===== config.mk =====
export PLATFORM = sky130hd
export DESIGN_NAME = logarithm_flat
export DESIGN_NICKNAME = d
export VERILOG_FILES = /design/src/rtl/logarithm_pkg.sv /design/src/rtl/logarithm_if.sv /design/src/rtl/logarithm_mul_cmp.sv /design/src/rtl/logarithm.sv /design/src/flat_wrapper.sv
export SDC_FILE = /design/constraint.sdc
export NUM_CORES = 1
export LEC_CHECK = 0
export ABC_CLOCK_PERIOD_IN_PS = 6990
export CAP_MARGIN = 20
export CORE_UTILIZATION = 44
export CTS_CLUSTER_SIZE = 8
export DETAILED_ROUTE_END_ITERATION = 16
export SYNTH_ARGS = -nofsm -noshare
export SYNTH_HDL_FRONTEND = slang
export SYNTH_HIERARCHICAL = 1
export SYNTH_SLANG_ARGS = --single-unit

===== constraint.sdc =====
create_clock -name i_clk -period 6.99 [get_ports i_clk]
set_input_delay 1.0485 -clock i_clk [delete_from_list [all_inputs] [get_ports i_clk]]
set_output_delay 1.0485 -clock i_clk [all_outputs]
set_load 0.1 [all_outputs]

===== src/rtl/logarithm_pkg.sv =====
// Shared widths and FSM state encoding for the integer logarithm engine.
package logarithm_pkg;

  localparam int unsigned W_P    = 15;
  localparam int unsigned W_X    = 4;
  localparam int unsigned W_A    = 4;
  localparam int unsigned W_PROD = W_P + W_X;

  typedef enum logic [2:0] {
    IDLE   = 3'b000,
    LOAD   = 3'b001,
    CALC   = 3'b010,
    FINISH = 3'b011
  } state_t;

endpackage


===== src/rtl/logarithm_if.sv =====
// Load/start/done handshake bundle of the logarithm engine.
// With LOGARITHM_REMAINDER_EN defined, the bundle also carries the remainder o_R.
interface logarithm_if;
  import logarithm_pkg::*;

  logic           i_load;
  logic           i_start;
  logic [W_P-1:0] i_P;
  logic [W_X-1:0] i_X;
  logic           o_done;
  logic [W_A-1:0] o_A;
  logic           o_exact;
  logic           o_err;
`ifdef LOGARITHM_REMAINDER_EN
  logic [W_P-1:0] o_R;

  modport master (
    output i_load, i_start, i_P, i_X,
    input  o_done, o_A, o_exact, o_err, o_R
  );
  modport slave (
    input  i_load, i_start, i_P, i_X,
    output o_done, o_A, o_exact, o_err, o_R
  );
`else
  modport master (
    output i_load, i_start, i_P, i_X,
    input  o_done, o_A, o_exact, o_err
  );
  modport slave (
    input  i_load, i_start, i_P, i_X,
    output o_done, o_A, o_exact, o_err
  );
`endif

endinterface


===== src/rtl/logarithm_mul_cmp.sv =====
// One step of the power search: full-width acc*X and compare against P.
module log_mul_cmp
  import logarithm_pkg::*;
(
  input  logic [W_P-1:0] acc,
  input  logic [W_X-1:0] x,
  input  logic [W_P-1:0] p,
  output logic [W_P-1:0] next_acc,
  output logic           cont
);

  logic [W_PROD-1:0] prod;

  // The product is kept at W_P+W_X bits so a step past P never wraps.
  always_comb begin
    prod     = W_PROD'(acc) * W_PROD'(x);
    cont     = (prod <= W_PROD'(p));
    next_acc = prod[W_P-1:0];
  end

endmodule


===== src/rtl/logarithm.sv =====
// Integer logarithm engine: A = floor(log_X(P)) by repeated multiplication.
// Optional remainder output o_R = P - X^A under macro LOGARITHM_REMAINDER_EN.
module logarithm
  import logarithm_pkg::*;
(
  input  logic        i_clk,
  input  logic        i_rst_n,
  logarithm_if.slave  bus
);

  state_t         state;
  logic [W_P-1:0] reg_P;
  logic [W_X-1:0] reg_X;
  logic [W_P-1:0] acc;
  logic [W_A-1:0] counter;
  logic           err;

  logic           done_q;
  logic [W_A-1:0] a_q;
  logic           exact_q;
  logic           err_q;

  logic [W_P-1:0] next_acc;
  logic           cont;
  logic           bad_ops;

  log_mul_cmp u_mul_cmp (
    .acc      (acc),
    .x        (reg_X),
    .p        (reg_P),
    .next_acc (next_acc),
    .cont     (cont)
  );

  assign bad_ops = (reg_X < W_X'(2)) || (reg_P == '0);

`ifdef LOGARITHM_REMAINDER_EN
  logic [W_P-1:0] r_q;
  assign bus.o_R = r_q;
`endif

  always_ff @(posedge i_clk or negedge i_rst_n) begin
    if (!i_rst_n) begin
      state   <= IDLE;
      reg_P   <= '0;
      reg_X   <= '0;
      acc     <= W_P'(1);
      counter <= '0;
      err     <= 1'b0;
      done_q  <= 1'b0;
      a_q     <= '0;
      exact_q <= 1'b0;
      err_q   <= 1'b0;
`ifdef LOGARITHM_REMAINDER_EN
      r_q     <= '0;
`endif
    end else begin
      case (state)
        IDLE: begin
          done_q  <= 1'b0;
          a_q     <= '0;
          exact_q <= 1'b0;
          err_q   <= 1'b0;
`ifdef LOGARITHM_REMAINDER_EN
          r_q     <= '0;
`endif
          acc     <= W_P'(1);
          counter <= '0;
          err     <= 1'b0;
          if (bus.i_load) begin
            reg_P <= bus.i_P;
            reg_X <= bus.i_X;
            state <= LOAD;
          end
        end

        LOAD: begin
          if (bus.i_start) state <= CALC;
        end

        // Operands are constant in CALC, so testing bad_ops on every active
        // cycle is equivalent to testing it only on the first one.
        CALC: begin
          if (!bus.i_start) begin
            if (bad_ops) begin
              err     <= 1'b1;
              counter <= '0;
              state   <= FINISH;
            end else if (cont) begin
              acc     <= next_acc;
              counter <= counter + W_A'(1);
            end else begin
              state <= FINISH;
            end
          end
        end

        FINISH: begin
          done_q  <= 1'b1;
          a_q     <= counter;
          exact_q <= (acc == reg_P) && !err;
          err_q   <= err;
`ifdef LOGARITHM_REMAINDER_EN
          r_q     <= err ? '0 : (reg_P - acc);
`endif
          if (bus.i_start) state <= IDLE;
        end

        default: state <= IDLE;
      endcase
    end
  end

  assign bus.o_done  = done_q;
  assign bus.o_A     = a_q;
  assign bus.o_exact = exact_q;
  assign bus.o_err   = err_q;

endmodule


===== src/flat_wrapper.sv =====
// flat-port wrapper written by rule: the top's interface ports become plain ports
module logarithm_flat import logarithm_pkg::*;
  (i_clk, i_rst_n, bus_i_load, bus_i_start, bus_i_P, bus_i_X, bus_o_done, bus_o_A, bus_o_exact, bus_o_err);
  logarithm_if bus_i ();
  input  logic i_clk;
  input  logic i_rst_n;
  input wire logic [$bits(bus_i.i_load)-1:0] bus_i_load;
  input wire logic [$bits(bus_i.i_start)-1:0] bus_i_start;
  input wire logic [$bits(bus_i.i_P)-1:0] bus_i_P;
  input wire logic [$bits(bus_i.i_X)-1:0] bus_i_X;
  output wire logic [$bits(bus_i.o_done)-1:0] bus_o_done;
  output wire logic [$bits(bus_i.o_A)-1:0] bus_o_A;
  output wire logic [$bits(bus_i.o_exact)-1:0] bus_o_exact;
  output wire logic [$bits(bus_i.o_err)-1:0] bus_o_err;
  assign bus_i.i_load = bus_i_load;
  assign bus_i.i_start = bus_i_start;
  assign bus_i.i_P = bus_i_P;
  assign bus_i.i_X = bus_i_X;
  assign bus_o_done = bus_i.o_done;
  assign bus_o_A = bus_i.o_A;
  assign bus_o_exact = bus_i.o_exact;
  assign bus_o_err = bus_i.o_err;
  logarithm u_core (.i_clk(i_clk), .i_rst_n(i_rst_n), .bus(bus_i));
endmodule

==> flow_metrics.env <==
export IMPL_syn_instance_count=481
export IMPL_diodes=0
export IMPL_syn2layout_area_growth_pct=11.6
export IMPL_cts_clk_slew_worst_paths_ns=0.09
export IMPL_yosysTopAreaCellShare_pct=25.7
export IMPL_cp_buffers_inverters=2
export IMPL_synth_area_leaders="dfrtp_1 26%, ha_1 12%, fa_1 11%, and2_1 5.3%, nand2_1 5.2%"
export IMPL_syn_area_mm2=0.00458
export IMPL_grt_pass1_vias=3649
export IMPL_yosysWarnings=6
export IMPL_start_util_pct=46.2
export IMPL_synth_compound_area_share_pct=13.0
export IMPL_grt_pass1_wl_mm=18.4
export IMPL_grt_max_degree=49
export IMPL_grt_usage_pct=21.2
export IMPL_crit_cells=21
export IMPL_die_w_um=104
export IMPL_crit_fanout=18
export IMPL_placementRows=36
export IMPL_crit_chain="and2_1 > fa_1 > inv_1 > fa_1 > inv_1 > ha_1 > o21a_1 > nand2_1 > a31oi_1 > a21oi_1 > o21bai_1 > xnor2_1 > ha_1 > nand4_1 > nor4_1 > nor2_1 > o31ai_1 > o221ai_1 > a2111oi_2 > nand3b_4 > mux2_4"
export IMPL_skew_ns=0.00735
export IMPL_postLayoutCoreUtil_pct=51.6
export IMPL_gp_congestion=0.846
export IMPL_synth_adder_area_share_pct=23.4
export IMPL_firstDrtPassIters=4
export IMPL_cp_data_required_time_ns=7.22
export IMPL_dp_hpwl_mm=8.56
export IMPL_viasPerCell=5.48
export IMPL_path_delay_family="compound AO/OA/AOI/OAI gates"
export IMPL_finalNetCount=597
export IMPL_portBuffers=29
export IMPL_cp_slowest_cell="a2111oi_2"
export IMPL_ir_drop_uv=289
export IMPL_r2r_cells=21
export IMPL_syn_avg_cell_area_um2=9.52
export IMPL_fmax_ghz=0.158
export IMPL_status="finished, final reports clean"
export IMPL_cts_tree="yes"
export IMPL_final_min_clock_period_ns=6.32
export IMPL_timing_final_crit_share_pct=90.4
export IMPL_worst_slew_pin_slew_ns=0.966
export IMPL_drc=0
export IMPL_clock_sinks=48
export IMPL_synth_async_sr_flop_share_pct=100
export IMPL_ant_nets=0
export IMPL_drive_above_1_share_pct=8.73
export IMPL_ys_seq_elements=48
export IMPL_hold_viol=0
export IMPL_routed_wl_mm=10.8
export IMPL_worstPathArrival_ns=6.55
export IMPL_finalSetupTns_ns=0
export IMPL_post_synth_top_area_cell="dfrtp_1"
export IMPL_cts_buffers=5
export IMPL_slew_headroom_pct=35.4
export IMPL_die_area_mm2=0.0108
export IMPL_post_synth_and_or_nand_nor_area_fraction_pct=17.3
export IMPL_setup_worst_path_start="u_core/reg_X[3]"
export IMPL_reg2reg_from="u_core/reg_X[3]"
export IMPL_clock_latency_ns=0.30
export IMPL_power_leakage_nw=2.50
export IMPL_endpoint="u_core/acc[0]"
export IMPL_grt_ovfl_total=0
export IMPL_report_final_slew_viol_count=0
export IMPL_drtIter0Drc=146
export IMPL_die_y_um=104
export IMPL_synth_nets=574
export IMPL_r2r_end="u_core/acc[0]"
export IMPL_wl_per_cell_um=17.0
export IMPL_coreArea_mm2=0.00991
export IMPL_synthFlopType="dfrtp_1"
export IMPL_grt_antenna_before_repair=0
export IMPL_cts_resized=0
export IMPL_cpPeakStageDelay_ns=0.75
export IMPL_synth_edf_count=0
export IMPL_reg2reg_slack_ns=0.67
export IMPL_synth_top_cells_by_count="63 x nand2_1, 54 x inv_1, 47 x dfrtp_1, 44 x ha_1, 39 x and2_1"
export IMPL_synth_top_family_by_area="adder cells"
export IMPL_setup_violations=0
export IMPL_cts_buffer_depth=2
export IMPL_cts_max_level=2
export IMPL_rsz0062_at_grt="no"
export IMPL_post_cts_hold_buffer_count=0
export IMPL_power_density_mw_per_mm2=429
export IMPL_endpoint_kind="register"
export IMPL_crit_type="reg2reg"
export IMPL_fillCellCount=982
export IMPL_synth_cell_type_count=58
export IMPL_maxCapViolCount=0
export IMPL_hp_class="reg2reg"
export IMPL_ios=30
export IMPL_cts_root_buf="clkbuf_8"
export IMPL_critPathLaunchType="register"
export IMPL_synth_seq_area_share_pct=26.3
export IMPL_synth_mux_area_share_pct=8.74
export IMPL_synth_xor_area_share_pct=5.16
export IMPL_dr_total_vias=3493
export IMPL_post_cts_setup_buffers=0
export IMPL_synth_most_common_cell="nand2_1"
layer usage:
metal	routed length, um	GRT usage, %	up-vias	part of all wire, %
met2	5470	38.1	64	50
li1	-	-	1685	-
met4	155	4.69	0	1.4
met1	4940	27.4	1730	46
met5	0	0	-	0
met3	277	2.26	14	2.6
worst reg2reg max path, cell delays in order, from the launching register on:
cell and delay (ns):
dfrtp_1 0.60, and2_1 0.30, fa_1 0.54, inv_1 0.06, fa_1 0.52, inv_1 0.04, ha_1 0.37, o21a_1 0.18
nand2_1 0.10, a31oi_1 0.45, a21oi_1 0.13, o21bai_1 0.16, xnor2_1 0.11, ha_1 0.28, nand4_1 0.13, nor4_1 0.39
nor2_1 0.07, o31ai_1 0.07, o221ai_1 0.17, a2111oi_2 0.75, nand3b_4 0.41, mux2_4 0.42
stage by stage:
stage	cell area (um^2)	hold WS [ns]	cells	total power, W	setup slack [ns]
detailed placement	4950	0.472	629	0.00195	0.552
floorplan	4580	0.493	481	0.00160	1.57
global placement	4950	0.466	629	0.00191	0.845
finish	5110	0.488	637	0.00219	0.668
CTS	5080	0.495	636	0.00219	0.503
global route	5110	0.522	637	0.00240	0.0554
worst min path at each step:
stage / start / to / slack (ns) / depth (start not counted)
detailed placement: u_core/bus.o_A[0] / u_core/bus.o_A[0] / 0.47 / 2
finish: u_core/bus.o_A[1] / u_core/bus.o_A[1] / 0.49 / 2
global route: u_core/bus.o_A[0] / u_core/bus.o_A[0] / 0.52 / 2
CTS: u_core/bus.o_A[0] / u_core/bus.o_A[0] / 0.49 / 2
floorplan: u_core/counter[3] / u_core/counter[3] / 0.49 / 2
global placement: u_core/bus.o_err / u_core/bus.o_err / 0.47 / 2
report_power, final:
part	internal (W)	switching (W)	leakage, nW
combinational	0.000571	0.000785	1.82
clock	0.000141	0.0000921	0.0642
sequential	0.000384	0.000220	0.616
state kept, by name (all words and copies together) (netlist names):
name / cells
u_core/state: 2
u_core/reg_P: 15
u_core/acc: 15
u_core/bus.o_err: 1
u_core/bus.o_exact: 1
u_core/counter: 4
u_core/reg_X: 4
u_core/err: 1
u_core/bus.o_A: 4
u_core/bus.o_done: 1
cells by family after synthesis:
logic type	count (synthesis)
xor+xnor	27
fa+ha+maj	70
compound gates	81
mux	37
buf+inv	68
flops	48
simple gates	150
cell usage in the layout (no fill, tap or decap), drive strengths merged, types with 6 or more instances in the layout:
cell	netlist	routed
fa	26	26
clkdlybuf4s50	0	28
xor2	9	9
mux2i	16	16
inv	54	54
nand2	63	63
mux2	21	21
xnor2	18	18
o21ai	18	18
dfrtp	47	47
and2	40	40
nor2	10	10
ha	44	44
o31ai	6	6
nand3	10	10
a21oi	18	18
nand4	10	10
a21o	6	6
final cells by class:
type / count / area, um^2 / area share (%)
Tap cell: 133 / 166 / 3.26
Multi-Input combinational cell: 365 / 3110 / 60.8
Timing Repair Buffer: 30 / 305 / 5.97
Clock buffer: 5 / 68.8 / 1.35
Sequential cell: 48 / 1200 / 23.5
Inverter: 54 / 203 / 3.97
Clock inverter: 2 / 60.1 / 1.18
(Power assumes the default switching activity.)
==> edit 1: new RTL, config.mk and constraints unchanged <==
The 4 states of `state_t` get a one-hot encoding in 4 bits.
--- a/src/rtl/logarithm_pkg.sv
+++ b/src/rtl/logarithm_pkg.sv
@@ -6,11 +6,11 @@
   localparam int unsigned W_A    = 4;
   localparam int unsigned W_PROD = W_P + W_X;
 
-  typedef enum logic [2:0] {
-    IDLE   = 3'b000,
-    LOAD   = 3'b001,
-    CALC   = 3'b010,
-    FINISH = 3'b011
+  typedef enum logic [3:0] {
+    IDLE   = 4'b0001,
+    LOAD   = 4'b0010,
+    CALC   = 4'b0100,
+    FINISH = 4'b1000
   } state_t;
 
 endpackage
Formal check against the unedited RTL: no difference found for any inputs over 4 cycles, from zero or initial values and one cycle with i_rst_n low; so few cycles prove little.
==> edit 1 against the original RTL <==
  * Die area shrank 0.38%
  * Worst setup slack lost 21 ps
  * Sequential cell count grew 2
  * Area after synthesis shrank 0.38%
  * Design area shrank 2.1%
  * Largest power group unchanged
  * Routed wire length shrank 2.5%
  * Fmax shrank 0.34%
  * Synthesized cell count shrank 0.62%
  * Cell count shrank 0.16%
  * Total power shrank 33%
  * Critical endpoint is now u_core/acc[1]
  * First-iteration DRC count shrank 21%
  * Highest routed layer unchanged
==> edit 1: results (changes against the original RTL) <==
- Initial drt markers: 116 (-21%)
- Largest net degree at the start of global routing: 51 (+4.1%)
- First-pass GRT wire length: 18100 µm (-1.6%)
- Gr usage total: 21.0% (-0.26 points)
- Vias in the first global route: 3564 (-2.3%)
- Gates resized, CTS repair: 0 (unchanged)
- XOR/XNOR Fraction of Synth Area: 5.57% (+0.40 points)
- Status: finished, final reports clean
- Synth cell count leaders: 57 x inv_1, 48 x dfrtp_1, 48 x nand2_1
- Max incr delay on CP: 730 ps (-20 ps)
- Sequential cell power: 0.000544 W (-9.8%)
- Clock Power Share: 12.1% (+1.5 points)
- Compound-cell area share of the yosys netlist: 11.2% (-1.8 points)
- Wire length per cell: 16.6 µm (-2.3%)
- Layout cells sized above 1: 8.75% (+0.017 points)
- Worst-Margin Slew: 974 ps (+8.60 ps)
- RD Place Congestion: 0.828 (-2.1%)
- Reg2Reg Setup Slack: 650 ps (-20 ps)
- Max Fanout on Critical Path: 17 (-1)
- Switching share of power: 45.6% (-4.4 points)
- Critical register-to-register path endpoint: u_core/acc[1]
- Adder-cell share of the synthesized area: 22.1% (-1.3 points)
- Final wirelength: 10600 µm (-2.5%)
- Slowest CP cell: or4_4
- Placed cells: 628 (-0.16%)
- Fin nets: 590 (-1.2%)
- Hpwl dp: 8320 µm (-2.8%)
- Final Skew: 5.05 ps (-2.29 ps)
- Mux contribution to synthesized area: 8.67% (-0.076 points)
- Ranking of synthesized cells by area: dfrtp_1 26%, fa_1 11%, ha_1 11%, and2_1 5.3%, inv_1 4.7%
- Synth cell types: 63 (+8.6%)
- Leak: 2.51 nW (+0.33%)
- Pint: 0.000794 W (-28%)
- Hold path start: u_core/bus.o_done
- CP delay by family, top: simple AND/OR/NAND/NOR gates
- Peak VDD IR: 0.000212 V (-27%)
- Via Count: 3466 (-0.77%)
## edit 1: changes by cell type after synthesis, sizes merged, moves of 4 or more
cell   before  now
a21o        6   10
a22o        1    6
nor3        2    8
nor2       10   20
xnor2      18   23
nand3      10    5
ha         44   39
nand2      63   48
o31ai       6    1
o21ai      18   11
## edit 1: layer usage
layer  routed length [µm]  share of wire (%)  global-route usage, %  vias up
li1                     -                  -                      -     1682
met1                 4990                 47                   28.4     1707
met2                 5120                 48                   35.4       68
met3                  340                3.2                   3.78        9
met4                  129                1.2                   3.78        0
met5                    0                  0                      0        -
## edit 1: cell type report
class	count	area [µm²]
flip-flops and latches	50	1250
clock inverters	1	5.00
multi-input cells	357	2980
repair buffers	31	300
well taps	133	166
clock buffers	7	86.3
fillers	959	4910
inverters	57	214
## edit 1: kinds of logic (layout without fill, tap and decap cells)
| family | count (synthesis) | count (layout) |
|---|---|---|
| AND/OR/NAND/NOR | 153 | 153 |
| AO/OA/AOI/OAI | 73 | 73 |
| buffers and inverters | 71 | 96 |
| adder cells (fa/ha/maj) | 65 | 65 |
| flip-flops | 50 | 50 |
| multiplexers | 37 | 37 |
| XOR/XNOR | 29 | 29 |
## edit 1: worst min path at each step
stage	end	slack, ps
2_1_floorplan	u_core/bus.o_err	500
3_3_place_gp	u_core/bus.o_done	470
3_5_place_dp	u_core/bus.o_done	470
4_1_cts	u_core/bus.o_done	490
5_1_grt	u_core/bus.o_done	500
6_report	u_core/bus.o_done	480
## edit 1: per-stage QoR
stage	hold WS [ps]	setup slack, ps	cell area [µm²]	util [%]
6_report	485	647	5000	50.5
2_1_floorplan	498	1170	4560	-
5_1_grt	505	277	5000	50.5
3_5_place_dp	472	691	4910	49.6
4_1_cts	493	651	5000	50.5
3_3_place_gp	471	931	4910	49.6
==> edit 2: new RTL, config.mk and constraints unchanged <==
Made on the original files. Set the package constant `W_P` to 11 (it was 15).
--- a/src/rtl/logarithm_pkg.sv
+++ b/src/rtl/logarithm_pkg.sv
@@ -1,7 +1,7 @@
 // Shared widths and FSM state encoding for the integer logarithm engine.
 package logarithm_pkg;
 
-  localparam int unsigned W_P    = 15;
+  localparam int unsigned W_P    = 11;
   localparam int unsigned W_X    = 4;
   localparam int unsigned W_A    = 4;
   localparam int unsigned W_PROD = W_P + W_X;
Interface: changed (resized bus_i_P); port bits go from 30 to 26. The function was not compared with the original's and may differ.
==> edit 2 against the original RTL <==
  * Area after synthesis shrank 23%
  * Sequential cell count shrank 8
  * Combinational power shrank 46%
  * Clock skew grew 4.6 ps
  * Critical path depth is the same
  * Total power shrank 37%
  * Routed wire length shrank 26%
  * Worst setup slack gained 750 ps
  * Global-route usage shrank 0.43 points
  * Synthesized cell count shrank 24%
  * Non-clock buffer count shrank 5
  * First-iteration DRC count shrank 25%
  * Design area shrank 22%
  * Cell count shrank 23%
  * Critical path type unchanged
  * Largest power group unchanged
  * Highest routed layer unchanged
==> edit 2: results (changes against the original RTL) <==
- Hpwl dp: 6400 µm (-25%)
- RD Place Congestion: 0.836 (-1.2%)
- Final Skew: 12.0 ps (+4.60 ps)
- First-pass GRT wire length: 13800 µm (-25%)
- Max incr delay on CP: 590 ps (-160 ps)
- Fin nets: 458 (-23%)
- Status: finished, final reports clean
- Via Count: 2665 (-24%)
- Ranking of synthesized cells by area: dfrtp_1 28%, ha_1 12%, fa_1 10%, and2_1 4.6%, nand2_1 4.3%
- Port bufs: 25 (-14%)
- Leak: 1.87 nW (-25%)
- Critical path arrival: 5810 ps (-740 ps)
- Max Fanout on Critical Path: 13 (-5)
- Wire length per cell: 16.5 µm (-3.3%)
- R2r startpoint: u_core/reg_X[3]
- Initial drt markers: 109 (-25%)
- Synth cell types: 57 (-1.7%)
- Largest net degree at the start of global routing: 41 (-16%)
- Reg2Reg Setup Slack: 1410 ps (+750 ps)
- Worst-Margin Slew: 996 ps (+30.4 ps)
- Peak VDD IR: 0.000265 V (-8.3%)
- Synth cell count leaders: 41 x nand2_1, 39 x dfrtp_1, 36 x inv_1
- Hold path start: u_core/bus.o_A[2]
- Gr usage total: 20.8% (-0.43 points)
- TritonCTS Buffers: 5 (unchanged)
- Largest registers in the final layout: u_core/acc x11, u_core/reg_P x11
- CTS Root Cell: clkbuf_8
- Layout cells sized above 1: 9.04% (+0.31 points)
- FILL cells: 759 (-23%)
- Total nets after synthesis: 438 (-24%)
- Sequential element share of the synthesized area: 28.2% (+2.0 points)
- Slowest CP cell: dfrtp_1
==> edit 2: worst paths after layout <==
kind	end	cells past startpoint
max in group asynchronous	u_core/state[0]	1
worst min register to register	u_core/bus.o_A[2]	2
worst max register to register	u_core/acc[3]	21
min in group asynchronous	u_core/reg_P[4]	1
worst max-delay path	u_core/acc[3]	21
worst min-delay path	u_core/bus.o_A[2]	2
==> edit 2: final cells by class <==
type / count / area, µm² / area share [%]
clock buffer: 7 / 96.3 / 2.42
clock inverter: 1 / 30.0 / 0.754
inverter: 37 / 139 / 3.49
multi-input combinational: 277 / 2340 / 58.8
sequential: 40 / 1000 / 25.2
tap: 102 / 128 / 3.21
timing repair buffer: 25 / 245 / 6.16
==> edit 2: power breakdown <==
| group | switching (W) | internal, W | leakage [nW] |
|---|---|---|---|
| clock network | 0.0000876 | 0.000126 | 0.0645 |
| logic | 0.000416 | 0.000313 | 1.29 |
| registers | 0.000138 | 0.000306 | 0.516 |
==> edit 2: cell families after synthesis <==
group,after synthesis,synth area share [%]
AO/OA/AOI/OAI,71,14.2
XOR/XNOR,18,4.44
adder cells (fa/ha/maj),53,22.5
buffers and inverters,49,5.78
flip-flops,40,28.2
multiplexers,19,5.92
AND/OR/NAND/NOR,116,18.9
==> edit 2: layer usage <==
layer	vias up	part of all wire, %	GRT usage (%)
met5	-	0	0
met4	0	0.075	3.26
met3	2	3.7	3.40
met2	52	49	34.1
met1	1302	47	29.5
li1	1309	-	-
==> edit 2: worst max-delay path, delay by kind of cell (launching register included) <==
family / cells / cell delay, ps
AOI/OAI and AO/OA: 6 / 1130
xor gates and xnor gates: 1 / 170
adders and majority gates: 4 / 1900
buffers and inverters: 2 / 130
DFF: 1 / 590
and+or+nand+nor: 8 / 1620
==> edit 2: stage by stage <==
stage | util, % | worst slack [ps] | instance area (µm²) | hold WS, ps | instances
2_1_floorplan | - | 1800 | 3550 | 470 | 366
3_3_place_gp | 49.6 | 1490 | 3850 | 470 | 481
3_5_place_dp | 49.6 | 1430 | 3850 | 477 | 481
4_1_cts | 51.3 | 1400 | 3980 | 497 | 489
5_1_grt | 51.3 | 967 | 3980 | 537 | 489
6_report | 51.3 | 1410 | 3980 | 496 | 489
